[src/rtl/pipeline_pkg.sv]
// Shared pipeline constants: per-boundary bundle widths, control-bundle field
// offsets and the NOP control word inserted for bubbles.
package pipeline_pkg;

  localparam int unsigned IFID_CTRL_WIDTH  = 2;
  localparam int unsigned IFID_DATA_WIDTH  = 64;
  localparam int unsigned IDEX_CTRL_WIDTH  = 6;
  localparam int unsigned IDEX_DATA_WIDTH  = 96;
  localparam int unsigned EXMEM_CTRL_WIDTH = 4;
  localparam int unsigned EXMEM_DATA_WIDTH = 64;
  localparam int unsigned MEMWB_CTRL_WIDTH = 2;
  localparam int unsigned MEMWB_DATA_WIDTH = 32;

  localparam int unsigned CTRL_REG_WRITE  = 0;
  localparam int unsigned CTRL_MEM_TO_REG = 1;
  localparam int unsigned CTRL_MEM_READ   = 2;
  localparam int unsigned CTRL_MEM_WRITE  = 3;
  localparam int unsigned CTRL_ALU_SRC    = 4;
  localparam int unsigned CTRL_BRANCH     = 5;

  // All-zero control: no register write, no memory access, no branch.
  localparam int unsigned CTRL_MAX_WIDTH = 8;
  localparam logic [CTRL_MAX_WIDTH-1:0] CTRL_NOP = '0;

  function automatic logic [1:0] entry_count(input logic a, input logic b);
    return {1'b0, a} + {1'b0, b};
  endfunction

endpackage

[src/rtl/pipeline_stage_buffer_entry.sv]
// stage_entry: valid-tagged holding register. Clear beats load beats drop;
// the payload is kept when the entry empties so out_data holds its last value.
module stage_entry #(
  parameter int unsigned WIDTH = 8
) (
  input  logic             clock,
  input  logic             reset,
  input  logic             clear,
  input  logic             load,
  input  logic             drop,
  input  logic [WIDTH-1:0] d,
  output logic             valid,
  output logic [WIDTH-1:0] q
);

  always_ff @(posedge clock or posedge reset) begin
    if (reset) begin
      valid <= 1'b0;
      q     <= '0;
    end else begin
      if (clear)     valid <= 1'b0;
      else if (load) valid <= 1'b1;
      else if (drop) valid <= 1'b0;
      if (load && !clear) q <= d;
    end
  end

endmodule

[src/rtl/pipeline_stage_buffer.sv]
// Elastic interstage buffer: valid/ready handshake, optional skid entry,
// synchronous flush and NOP-forced control on bubbles.
module pipeline_stage_buffer
  import pipeline_pkg::*;
#(
  parameter int unsigned CTRL_WIDTH = 4,
  parameter int unsigned DATA_WIDTH = 32,
  parameter bit          SKID       = 1'b1
) (
  input  logic                  clock,
  input  logic                  reset,
  input  logic                  flush,
  input  logic                  in_valid,
  output logic                  in_ready,
  input  logic [CTRL_WIDTH-1:0] in_ctrl,
  input  logic [DATA_WIDTH-1:0] in_data,
  output logic                  out_valid,
  input  logic                  out_ready,
  output logic [CTRL_WIDTH-1:0] out_ctrl,
  output logic [DATA_WIDTH-1:0] out_data,
  output logic [1:0]            occupancy
);

  localparam int unsigned W = CTRL_WIDTH + DATA_WIDTH;

  logic         main_valid, skid_valid;
  logic [W-1:0] main_q, skid_q, main_d;
  logic         accept, fire;
  logic         main_load, main_drop, skid_load, skid_drop;

  assign accept = in_valid & in_ready;
  assign fire   = main_valid & out_ready;

  // With a skid entry, in_ready comes straight from a flop.
  assign in_ready = SKID ? ~skid_valid : (~main_valid | out_ready);

  always_comb begin
    main_load = 1'b0;
    main_drop = 1'b0;
    skid_load = 1'b0;
    skid_drop = 1'b0;
    main_d    = {in_ctrl, in_data};
    if (SKID) begin
      skid_load = accept & main_valid & ~fire;
      skid_drop = skid_valid & fire;
      main_load = fire ? (skid_valid | accept) : (~main_valid & accept);
      if (skid_valid) main_d = skid_q;
    end else begin
      main_load = accept;
    end
    main_drop = fire & ~main_load;
  end

  stage_entry #(.WIDTH(W)) u_main (
    .clock (clock),
    .reset (reset),
    .clear (flush),
    .load  (main_load),
    .drop  (main_drop),
    .d     (main_d),
    .valid (main_valid),
    .q     (main_q)
  );

  generate
    if (SKID) begin : g_skid
      stage_entry #(.WIDTH(W)) u_skid (
        .clock (clock),
        .reset (reset),
        .clear (flush),
        .load  (skid_load),
        .drop  (skid_drop),
        .d     ({in_ctrl, in_data}),
        .valid (skid_valid),
        .q     (skid_q)
      );
    end else begin : g_no_skid
      assign skid_valid = 1'b0;
      assign skid_q     = '0;
    end
  endgenerate

  assign out_valid = main_valid;
  assign out_ctrl  = main_valid ? main_q[W-1 -: CTRL_WIDTH] : CTRL_WIDTH'(CTRL_NOP);
  assign out_data  = main_q[DATA_WIDTH-1:0];
  assign occupancy = entry_count(main_valid, skid_valid);

endmodule
[config.mk]
export PLATFORM = sky130hd
export DESIGN_NAME = pipeline_stage_buffer
export DESIGN_NICKNAME = d
export VERILOG_FILES = /design/src/rtl/pipeline_pkg.sv /design/src/rtl/pipeline_stage_buffer_entry.sv /design/src/rtl/pipeline_stage_buffer.sv
export SDC_FILE = /design/constraint.sdc
export NUM_CORES = 1
export LEC_CHECK = 0
export ABC_AREA = 1
export CORE_MARGIN = 1.5
export CORE_UTILIZATION = 46
export DETAILED_ROUTE_END_ITERATION = 10
export PLACE_DENSITY = 0.74
export SLEW_MARGIN = 0
export SYNTH_ARGS = -nofsm -noshare
export SYNTH_HDL_FRONTEND = slang
export SYNTH_SLANG_ARGS = --single-unit
export TNS_END_PERCENT = 5
[constraint.sdc]
create_clock -name clock -period 2.35 [get_ports clock]
set_input_delay 0.3525 -clock clock [delete_from_list [all_inputs] [get_ports clock]]
set_output_delay 0.3525 -clock clock [all_outputs]
set_load 0.02 [all_outputs]
### Word-level counts from Yosys, hierarchy flattened

Cells that the tools add are included.

* input bits: 41
* output and inout bits: 40
* register bits: 74

* mux-type cells: 9
* bitwise gates (word level): 12
* reduce and logical (&&, ||, !) cells: 5
* $add $sub $neg: 1

Operators by type and width (count)
* $mux W36: 1
* $and A1 B1 Y1: 7
* $mux W1: 7
* $reduce_bool A3 Y1: 2
* $mux W4: 1
* $not A1 Y1: 4
* $add A1 B1 Y2: 1
* $logic_and A1 B1 Y1: 2
* $logic_not A1 Y1: 1
* $or A1 B1 Y1: 1

### Logic depth before layout (Yosys ltp)

* depth after elaboration: 9
* depth in mapped cells: 7
* mapped depth without buffers: 5

### By module

Synthesis repeated with hierarchy kept, for this count alone.

* cells, all modules: 459
* area total of the unflattened synthesis: 3618.5 um^2

By module, submodules not included
* stage_entry: area an instance 1511.4 um^2, seq. area each 925.9 um^2, cells each 161, instances 2
* pipeline_stage_buffer: area an instance 595.6 um^2, seq. area each 0.0 um^2, cells each 137, instances 1

### Worst setup path before layout

OpenSTA, ideal clock, no wires.

* path type: register to register
* from: register u_main.valid
* to: register g_skid.u_skid.q[0]
* buffers on the path: 2
* required time: 2.234 ns
* setup slack: 0.943 ns
* period minus slack after synthesis: 1.407 ns
* library setup time: 0.116 ns
* stages on the path, launching flop included: 8
* data arrival time: 1.290 ns
* path through: dfrtp_1 buf_4 nand2_1 nor2_4 nand2_2 buf_2 nand2_1 nand2_1

* cells in the longest elaborated chain, start to end: 4
* elaborated cells between the ends (all ways): 5
* classes of those cells: bitwise (4); reduce/logical (1)

RTL lines
* from (decl): RTL line pipeline_stage_buffer_entry.sv:12 `output logic valid,`
* from (signal assigned): RTL line pipeline_stage_buffer_entry.sv:18 `valid <= 1'b0;`
* from (signal assigned): RTL line pipeline_stage_buffer_entry.sv:21 `if (clear) valid <= 1'b0;`
* from (signal assigned): RTL line pipeline_stage_buffer_entry.sv:22 `else if (load) valid <= 1'b1;`
* $and A1 B1 Y1: RTL line pipeline_stage_buffer.sv:32 `assign fire = main_valid & out_ready;`
* $not A1 Y1: RTL line pipeline_stage_buffer.sv:44 `skid_load = accept & main_valid & ~fire;`
* $and A1 B1 Y1 (*): RTL line pipeline_stage_buffer.sv:44
* $logic_and A1 B1 Y1 (*): RTL line pipeline_stage_buffer_entry.sv:24 `if (load && !clear) q <= d;`
* to (signal assigned): RTL line pipeline_stage_buffer_entry.sv:19 `q <= '0;`
* to (signal assigned): RTL line pipeline_stage_buffer_entry.sv:24
* to (decl): RTL line pipeline_stage_buffer_entry.sv:13 `output logic [WIDTH-1:0] q`

Mark *: on every way between the ends. The rest lies on a longest branch, timed or not.
A chain may end at the register's enable or synchronous reset.

### Final worst setup path

* from: register u_main.valid
* to: output port occupancy[0]

* cells in the longest elaborated chain, start to end: 1

RTL lines
* $add A1 B1 Y2: RTL line pipeline_pkg.sv:26 `return {1'b0, a} + {1'b0, b};`
* to (decl): RTL line pipeline_stage_buffer.sv:21 `output logic [1:0] occupancy`

Every way passes these cells.

==> metrics.txt <==
Worst Path Arrival 1.83 ns; pin count of the biggest net entering global routing 75; Avg WL per Cell between 10 and 15 µm; Final Skew 0.00899 ns; # rows 32; Min Clock Period, post-route 2.18 ns; crit-path cells ha_1, clkdlybuf4s50_1; first-pass GRT wire length 13.9 mm; clk slew on worst S/H paths 0.08 ns; crit path max fanout 11; P_sw approximately 0.0015 W; post_cts resized 0; met1 GRT Util 27.1%; Rel. slew slack 53.6%; CP max-delay cell clkdlybuf4s50_1; Synth-to-Final Area Change 23.2%; Worst Path Required 2.00 ns; Final Hold Viols 0; clk_lat worst skew 0.34 ns; Fillers 730; grt peak-use layer met2; M2 GR Usage 33.9%; M3 GR Usage 3.86%; Synth area leaders dfrtp_1 50%, nand2_1 26%, nand3_1 9.8%; CP peak stage delay 0.59 ns; Worst Setup Start Kind register; core area 7770 µm²; Max Clk Rate between 0.4 and 0.5 GHz; Peak VDD IR 399 µV; # hold bufs at CTS 0; diode count 0; outcome complete, no violations; Final setup viols 0; Initial Util 47.6%; die area 8580 µm²; Worst Setup Path Type register to primary output; Sw Share 33.5%; setup ws final 0.166 ns; Cells after Synth approximately 480; pre-CTS setup slack 0.415 ns; CTS Buf Count 9; period utilization 92.9%; post-CTS setup buffer count 0; Final Slew Violations 0; Total Nets Final around 560; Max-cap violations 0; number of global-route vias before repair approximately 3000; die span in x 92.6 µm; Layout Cells excl Fill 627; Post-Syn Nets 523; Reg power frac a little over two fifths; vias post-DR around 3100; ANT nets after route 0; CTS tree yes; DRC viols 0; Synth cell types 15; CTS root buf clkbuf_8; Ports roughly 80; hold crit path type input port to async pin; setup_tns 0 ns; Logic pwr share 31.6%; CP Capture Type primary output; top cell type by total area after synthesis dfrtp_1; dpl cells ~610; first drt pass iteration count 4; I/O Buffers 80; RSZ-0062 raised after global routing no; share of the synthesized area in the top cell type 50.1%; Clock power frac about a quarter; GR Overflow Total 0; final HPWL from detailed placement 5.02 mm; Seq/Total Area, Yosys 50.1%; initial antenna violation count 0; Routability Congestion 0.782; Die H roughly 93 µm; Synth Register Bits 74; LEAKAGE roughly 2.4 nW; power per cell area a little over 1000 nW/µm²; CTS sink count 74; Worst-Margin Slew 0.694 ns; DRT iter0 DRCs 156; ratio of cells with drive above 1 in the final layout 6.29%; CTS max path bufs 2; area of the mapped netlist 3690 µm²; Mean Syn Cell Area around 7.7 µm²; htree depth 3; cell internal pwr 0.00306 W; warnings from Yosys 0; GR Util All Layers 20.7%; Post-Route WL 8.25 mm; Vias/cell between 4 and 5
[worst paths after layout]
kind,startpoint,end,slack [ns],cells after the start
setup / recovery,u_main.valid,occupancy[0],0.17,2
hold / removal,reset,g_skid.u_skid.q[9],0.41,3
setup reg to reg,g_skid.u_skid.valid,g_skid.u_skid.q[28],0.50,5
hold reg to reg,u_main.q[24],u_main.q[24],0.47,2
max in group asynchronous,reset,u_main.q[27],1.63,3
min in group clock,u_main.q[24],u_main.q[24],0.47,2
[cell usage in the layout (no fill, tap or decap), types with 2 or more instances in the layout]
cell type and n:
clkdlybuf4s50_1 80, nand2_1 260, inv_1 4, nand2_2 2, dfrtp_1 74, clkbuf_8 12
bufinv_16 2, buf_4 7, clkinv_2 2, nand3_1 72
[power by group through the flow]
| stage | registers, W | logic (W) | clock network [W] |
|---|---|---|---|
| finish | 0.00200 | 0.00145 | 0.00115 |
| global route | 0.00206 | 0.00161 | 0.00123 |
| CTS | 0.00200 | 0.00147 | 0.00117 |
| detailed placement | 0.00202 | 0.00147 | 0 |
| global placement | 0.00201 | 0.00143 | 0 |
| floorplan | 0.00195 | 0.00114 | 0 |
[critical path: cells and delay by family, from the launching register on]
| family | cells | cell delay [ns] |
|---|---|---|
| adder cells (fa/ha/maj) | 1 | 0.36 |
| buffers and inverters | 1 | 0.59 |
| flip-flops | 1 | 0.55 |
[cell families after synthesis]
logic type | Yosys count | share of synthesized area, %
compound gates | 2 | 0.372
fa+ha+maj | 1 | 0.339
flops | 74 | 50.1
buf+inv | 66 | 11.5
simple gates | 338 | 37.7
[through the flow]
| step | util (%) | total power [W] | cell area [µm²] | hold slack (ns) |
|---|---|---|---|---|
| 2_1_floorplan | - | 0.00309 | 3690 | 0.426 |
| 3_3_place_gp | 55.5 | 0.00344 | 4310 | 0.453 |
| 3_5_place_dp | 55.5 | 0.00349 | 4310 | 0.457 |
| 4_1_cts | 58.6 | 0.00464 | 4550 | 0.424 |
| 5_1_grt | 58.6 | 0.00491 | 4550 | 0.454 |
| 6_report | 58.6 | 0.00460 | 4550 | 0.411 |
[routing by layer]
metal	up-vias	share of wire, %
met2	80	49
met3	7	4.2
met1	1474	46
met5	-	0
li1	1545	-
met4	0	1.0
[area by class of cell]
type                       count  area [µm²]  area share (%)
multi-input combinational    341        1440            31.6
clock inverter                 4        72.6            1.59
inverter                       6        23.8           0.522
clock buffer                  12         165            3.63
tap                          102         128            2.80
sequential                    74        1850            40.7
timing repair buffer          88         873            19.2
[sequential cells by signal, indices dropped and copies added, names as in the netlist]
register,cells
g_skid.u_skid.q,36
u_main.q,36
g_skid.u_skid.valid,1
u_main.valid,1
[cell usage after synthesis, drive strengths merged]
cell type / instances
inv: 6
nand3: 72
nand2: 262
buf: 60
ha: 1
dfrtp: 74
nor2: 3
o21ai: 1
nor3: 1
a21oi: 1
No activity file was read; power rests on OpenSTA's default activity.
